`config.mk`:
```
export PLATFORM = sky130hd
export DESIGN_NAME = chaos_sbox_gen
export DESIGN_NICKNAME = d
export VERILOG_FILES = /design/src/rtl/chaos_pkg.sv /design/src/rtl/chaos_logistic_step.sv /design/src/rtl/chaos_sbox_gen.sv
export SDC_FILE = /design/constraint.sdc
export NUM_CORES = 2
export LEC_CHECK = 0
export ABC_AREA = 0
export CAP_MARGIN = 5
export CORE_MARGIN = 2
export CORE_UTILIZATION = 58
export CTS_CLUSTER_DIAMETER = 100
export DETAILED_ROUTE_END_ITERATION = 8
export PLACE_DENSITY = 0.77
export SYNTH_ARGS = -nofsm -noshare
export SYNTH_HDL_FRONTEND = slang
export SYNTH_SLANG_ARGS = --single-unit
```
`constraint.sdc`:
```
create_clock -name clk -period 22.9 [get_ports clk]
set_clock_uncertainty 0.15 [all_clocks]
set_input_delay 4.58 -clock clk [delete_from_list [all_inputs] [get_ports clk]]
set_output_delay 4.58 -clock clk [all_outputs]
set_load 0.1 [all_outputs]
```
`src/rtl/chaos_pkg.sv`:
```
// Shared definitions for the chaotic S-box generator: FSM states, map arithmetic
// widths and the zero-substitution rule applied to every logistic-map output.
package chaos_pkg;

   typedef enum logic [1:0] {
      ST_IDLE,
      ST_ITER,
      ST_FILL,
      ST_DONE
   } sbox_state_t;

   // Coefficient r is Q2.FRAC_W, so it carries two integer bits above the fraction.
   localparam int COEF_INT_BITS = 2;
   localparam int ZSUB_W        = 64;

   function automatic int map_prod_w(input int fracW);
      return 3 * fracW + COEF_INT_BITS + 1;
   endfunction

   // A collapsed state of zero would stall the map forever; restart from all ones.
   function automatic logic [ZSUB_W-1:0] zero_subst(input logic [ZSUB_W-1:0] i_x);
      return (i_x == '0) ? '1 : i_x;
   endfunction

endpackage

```
`src/rtl/chaos_logistic_step.sv`:
```
// One combinational logistic-map step x' = r*x*(1-x) in unsigned fixed point,
// with the zero-substitution rule applied to the truncated result.
module chaos_logistic_step
   import chaos_pkg::*;
#(
   parameter int FRAC_W = 16
)
(
   input  logic [FRAC_W-1:0] i_x,
   input  logic [FRAC_W+1:0] i_r,
   output logic [FRAC_W-1:0] o_x
);

   localparam int PROD_W = map_prod_w(FRAC_W);

   logic [PROD_W-1:0] w_comp;
   logic [PROD_W-1:0] w_prod;
   logic [FRAC_W-1:0] w_raw;

   assign w_comp = (PROD_W'(1) << FRAC_W) - PROD_W'(i_x);
   assign w_prod = PROD_W'(i_r) * PROD_W'(i_x) * w_comp;
   assign w_raw  = FRAC_W'(w_prod >> (2 * FRAC_W));
   assign o_x    = FRAC_W'(zero_subst(ZSUB_W'(w_raw)));

endmodule

```
`src/rtl/chaos_sbox_gen.sv`:
```
// Builds an S-box permutation from logistic-map candidates, topping up by ascending
// fill when the iteration budget runs out. Optional inverse table: CHAOS_SBOX_INVERSE_EN.
module chaos_sbox_gen
   import chaos_pkg::*;
#(
   parameter int SBOX_BITS = 8,
   parameter int FRAC_W    = 16,
   parameter int MAX_ITER  = 4096
)
(
   input  logic                 clk,
   input  logic                 rst,
   input  logic                 start,
   input  logic [FRAC_W-1:0]    seed,
   input  logic [FRAC_W+1:0]    r_coef,
   output logic                 busy,
   output logic                 done_sbox,
   output logic                 fallback,
   input  logic [SBOX_BITS-1:0] rd_addr,
   output logic [SBOX_BITS-1:0] rd_data
`ifdef CHAOS_SBOX_INVERSE_EN
   ,
   input  logic [SBOX_BITS-1:0] inv_rd_addr,
   output logic [SBOX_BITS-1:0] inv_rd_data
`endif
);

   localparam int N      = 1 << SBOX_BITS;
   localparam int CNT_W  = SBOX_BITS + 1;
   localparam int ITER_W = $clog2(MAX_ITER + 1);

   sbox_state_t          r_state;
   sbox_state_t          w_stateNext;
   logic [FRAC_W-1:0]    r_x;
   logic [FRAC_W-1:0]    w_xNext;
   logic [FRAC_W+1:0]    r_r;
   logic [N-1:0]         r_used;
   logic [CNT_W-1:0]     r_count;
   logic [CNT_W-1:0]     w_countNext;
   logic [ITER_W-1:0]    r_iterCnt;
   logic [SBOX_BITS-1:0] r_scan;
   logic [SBOX_BITS-1:0] w_cand;
   logic [SBOX_BITS-1:0] w_wrVal;
   logic                 w_wrEn;
   logic                 w_accept;
   logic                 w_iterLast;
   logic                 w_full;
   logic                 r_fallback;
   logic [SBOX_BITS-1:0] r_sbox [N];

   chaos_logistic_step #(.FRAC_W(FRAC_W)) u_step (
      .i_x (r_x),
      .i_r (r_r),
      .o_x (w_xNext)
   );

   assign w_cand      = w_xNext[FRAC_W-1 -: SBOX_BITS];
   assign w_accept    = start && (r_state == ST_IDLE || r_state == ST_DONE);
   assign w_iterLast  = (r_iterCnt == ITER_W'(MAX_ITER - 1));
   assign w_countNext = r_count + CNT_W'(w_wrEn);
   assign w_full      = (w_countNext == CNT_W'(N));
   assign busy        = (r_state == ST_ITER) || (r_state == ST_FILL);
   assign done_sbox   = (r_state == ST_DONE);
   assign fallback    = r_fallback;

   // A value is appended only if it has never been placed, which keeps S a permutation.
   always_comb begin
      w_wrEn  = 1'b0;
      w_wrVal = '0;
      case (r_state)
         ST_ITER: begin
            w_wrVal = w_cand;
            w_wrEn  = !r_used[w_cand];
         end
         ST_FILL: begin
            w_wrVal = r_scan;
            w_wrEn  = !r_used[r_scan];
         end
         default: ;
      endcase
   end

   always_comb begin
      w_stateNext = r_state;
      case (r_state)
         ST_IDLE, ST_DONE: if (start) w_stateNext = ST_ITER;
         ST_ITER: begin
            if (w_full)          w_stateNext = ST_DONE;
            else if (w_iterLast) w_stateNext = ST_FILL;
         end
         ST_FILL: if (w_full) w_stateNext = ST_DONE;
         default: w_stateNext = ST_IDLE;
      endcase
   end

   always_ff @(posedge clk) begin
      if (!rst) r_state <= ST_IDLE;
      else      r_state <= w_stateNext;
   end

   always_ff @(posedge clk) begin
      if (!rst) begin
         r_x        <= '0;
         r_r        <= '0;
         r_used     <= '0;
         r_count    <= '0;
         r_iterCnt  <= '0;
         r_scan     <= '0;
         r_fallback <= 1'b0;
      end else if (w_accept) begin
         r_x        <= seed;
         r_r        <= r_coef;
         r_used     <= '0;
         r_count    <= '0;
         r_iterCnt  <= '0;
         r_scan     <= '0;
         r_fallback <= 1'b0;
      end else begin
         if (w_wrEn) begin
            r_used[w_wrVal] <= 1'b1;
            r_count         <= w_countNext;
         end
         if (r_state == ST_ITER) begin
            r_x       <= w_xNext;
            r_iterCnt <= r_iterCnt + ITER_W'(1);
         end
         if (r_state == ST_FILL) begin
            r_scan <= r_scan + SBOX_BITS'(1);
            if (w_full) r_fallback <= 1'b1;
         end
      end
   end

   // Table storage is deliberately not reset; only the read register is.
   always_ff @(posedge clk) begin
      if (rst && w_wrEn) r_sbox[r_count[SBOX_BITS-1:0]] <= w_wrVal;
   end

   always_ff @(posedge clk) begin
      if (!rst) rd_data <= '0;
      else      rd_data <= r_sbox[rd_addr];
   end

`ifdef CHAOS_SBOX_INVERSE_EN
   logic [SBOX_BITS-1:0] r_inv [N];

   always_ff @(posedge clk) begin
      if (rst && w_wrEn) r_inv[w_wrVal] <= r_count[SBOX_BITS-1:0];
   end

   always_ff @(posedge clk) begin
      if (!rst) inv_rd_data <= '0;
      else      inv_rd_data <= r_inv[inv_rd_addr];
   end
`endif

endmodule

```
==> metrics.txt <==
Fmax=between 40 and 50 MHz; Layout Nets=9715; Area Overhead vs Synth=10.13%; Iter 0 DRT Violations=11750; Post-CTS Setup Bufs=0; DR top layer=met5; Worst-path clk slew=0.07 ns; Synth Instances=approximately 8600; CTS Sinks=2379; Yosys cell types=90; CTS tree=done; die area=221000 µm²; M1 WL=between 100000 and 150000 µm; vias in the first global route=81891; core area=216500 µm²; gr usage total=33.41%; setup TNS=0 ns; Sequential Area=68140 µm²; Final HPWL DP=223800 µm; Hold/Removal Path Class=reg2reg; Non-Filler Instances=11667; critical path arrival=~21 ns; DP Cell Count=11239; gpl congestion=1.014; RSZ-0062 raised after global routing=no; initial antenna violation count=15; met3 routed WL=48610 µm; #FFs+latches synth=2379; worst skew pair latency=0.90 ns; Largest stage delay, worst path=1.06 ns; Die Y-Extent=470.1 µm; Layout fillers=14411; Worst EP required=23.55 ns; final hold slack=about 0.32 ns; CTS Root Cell=clkbuf_16; Routed Antenna Nets=0; final setup fails=0; Via-to-Cell Ratio=6.867; most frequent CP cell=fa_1; ys async rst share=0%; hold_buf cts=0; final critical-path required period=20.83 ns; crit path buf inv count=8; slowest CP cell=dfxtp_1; syn_nets=9730; CP endpoint kind=register; most frequent cells in the layout=edfxtp_1, nand2_1, inv_1; Post-Syn Area=between 100000 and 150000 µm²; status=finished clean; CP startpoint kind=register; critical setup path kind=reg2reg; dominant synthesized flop cell=edfxtp_1; total CTS buffers=223; die span in x=470.1 µm; Max-slew headroom=9.200%; met2 wire length=167600 µm; Resized cells post-CTS=0; largest net degree at the start of global routing=roughly 230; share of cells above drive strength 1=a little under a fifth; num rows=171; Longest Clk Path Bufs=3; via count=80112; Worst Tran Pin Value=1.350 ns; Final Cycle Share=90.96%; worst slack at placement=2.646 ns; Residual DRC=0; total congestion overflow=0; Port Buf Inserts=55; commonest non-fill, non-tap cell in the layout=edfxtp_1; Post-Route WL=365400 µm; io pins=56; Syn Area/Cell=14.59 µm²; DR WL/cell=31.32 µm; Initial Utilization=around 58%; # Max-Cap Violations=0; final hold violations=0; number of flops mapped to enable cells by yosys=2048; CP top delay family=adder cells; H-tree depth=4; sequential fraction of the synthesis area=54.08%; Multi-input gate area=about 53000 µm²; final slew viol count=0; setup ws final=2.069 ns; Ys Warns=0; crit-path max FO=23; first-pass GRT wire length=547200 µm; drt pass-1 iters=8
==> layer usage <==
metal / vias up / global-route usage (%)
met1: 40712 / 45.41
met5: - / 0.06489
li1: 31737 / -
met3: 1240 / 9.622
met4: 17 / 14.36
met2: 6406 / 50.83
==> registers in the layout (all words and copies together) (netlist names) <==
register and cells:
r_sbox 2048, r_used 256, r_r 18, r_x 16, r_iterCnt 13, r_count 9
r_scan 8, rd_data 8, r_state 2, fallback 1
==> metrics by stage <==
stage          cell area (µm²)  utilization (%)
6_report                138700            64.08
5_1_grt                 138700            64.08
4_1_cts                 138600            64.03
3_5_place_dp            131000            60.50
3_3_place_gp            131000            60.50
2_1_floorplan           126000                -
==> synth_stat cells, types with 13 or more instances <==
cell | n | share of area (%)
xnor2_1 | 51 | 0.35
nor3_1 | 69 | 0.27
mux2i_1 | 42 | 0.33
nand2_1 | 1086 | 3.2
a211oi_1 | 18 | 0.11
clkbuf_1 | 442 | 1.3
o21ai_0 | 89 | 0.35
edfxtp_1 | 2048 | 49
or3_1 | 21 | 0.10
nand2b_1 | 29 | 0.14
nor2b_1 | 19 | 0.094
o211ai_1 | 23 | 0.14
buf_2 | 48 | 0.19
mux4_2 | 766 | 14
a22oi_1 | 13 | 0.077
fa_1 | 695 | 11
dfxtp_1 | 331 | 5.3
nand4_1 | 34 | 0.17
nor4_1 | 225 | 1.1
buf_1 | 77 | 0.23
and3_1 | 24 | 0.12
a21o_1 | 13 | 0.077
and2_1 | 297 | 1.5
a31oi_1 | 23 | 0.11
nor2_1 | 216 | 0.64
and4_1 | 21 | 0.15
nand3_1 | 70 | 0.28
inv_1 | 849 | 2.5
xor2_1 | 36 | 0.25
ha_1 | 355 | 3.5
a21boi_0 | 29 | 0.17
a21oi_1 | 139 | 0.55
o31ai_1 | 133 | 0.79
a32o_1 | 129 | 1.0
==> worst paths after layout <==
kind                            cells past startpoint                 endpoint  slack (ns)                     from
worst max register to register                     63  r_state[0]$_SDFFE_PN0P_        2.07      r_x[3]$_SDFFE_PN0P_
worst max-delay path                               63  r_state[0]$_SDFFE_PN0P_        2.07      r_x[3]$_SDFFE_PN0P_
worst min register to register                      2  r_used[10]$_SDFFE_PP0N_        0.32  r_used[10]$_SDFFE_PP0N_
worst min-delay path                                2  r_used[10]$_SDFFE_PP0N_        0.32  r_used[10]$_SDFFE_PP0N_
==> worst min-delay path, cell delays in order (launching register included) <==
cell and delay (ns):
dfxtp_1 0.32, nand2_1 0.05, o31ai_1 0.05
==> layout make-up <==
type	instances	area share, %
Multi-Input combinational cell	4831	38.51
Inverter	851	2.306
Tap cell	2854	2.574
Clock inverter	148	1.326
Clock buffer	265	4.187
Antenna cell	5	0.009018
Sequential cell	2379	49.11
Timing Repair Buffer	334	1.973
==> kinds of logic (layout without fill, tap and decap cells) <==
logic type	Yosys count	count (layout)	share of synthesized area, %
xor+xnor	88	88	0.6177
simple gates	2137	2137	7.977
mux	812	812	14.06
compound gates	744	744	4.362
buf+inv	1425	1598	4.335
other cells	0	5	0
flops	2379	2379	54.08
fa+ha+maj	1050	1050	14.57
Power is left out: the tool's default activity adds up to more than one toggle a clock period on the data nets, which glitch-free logic cannot reach.
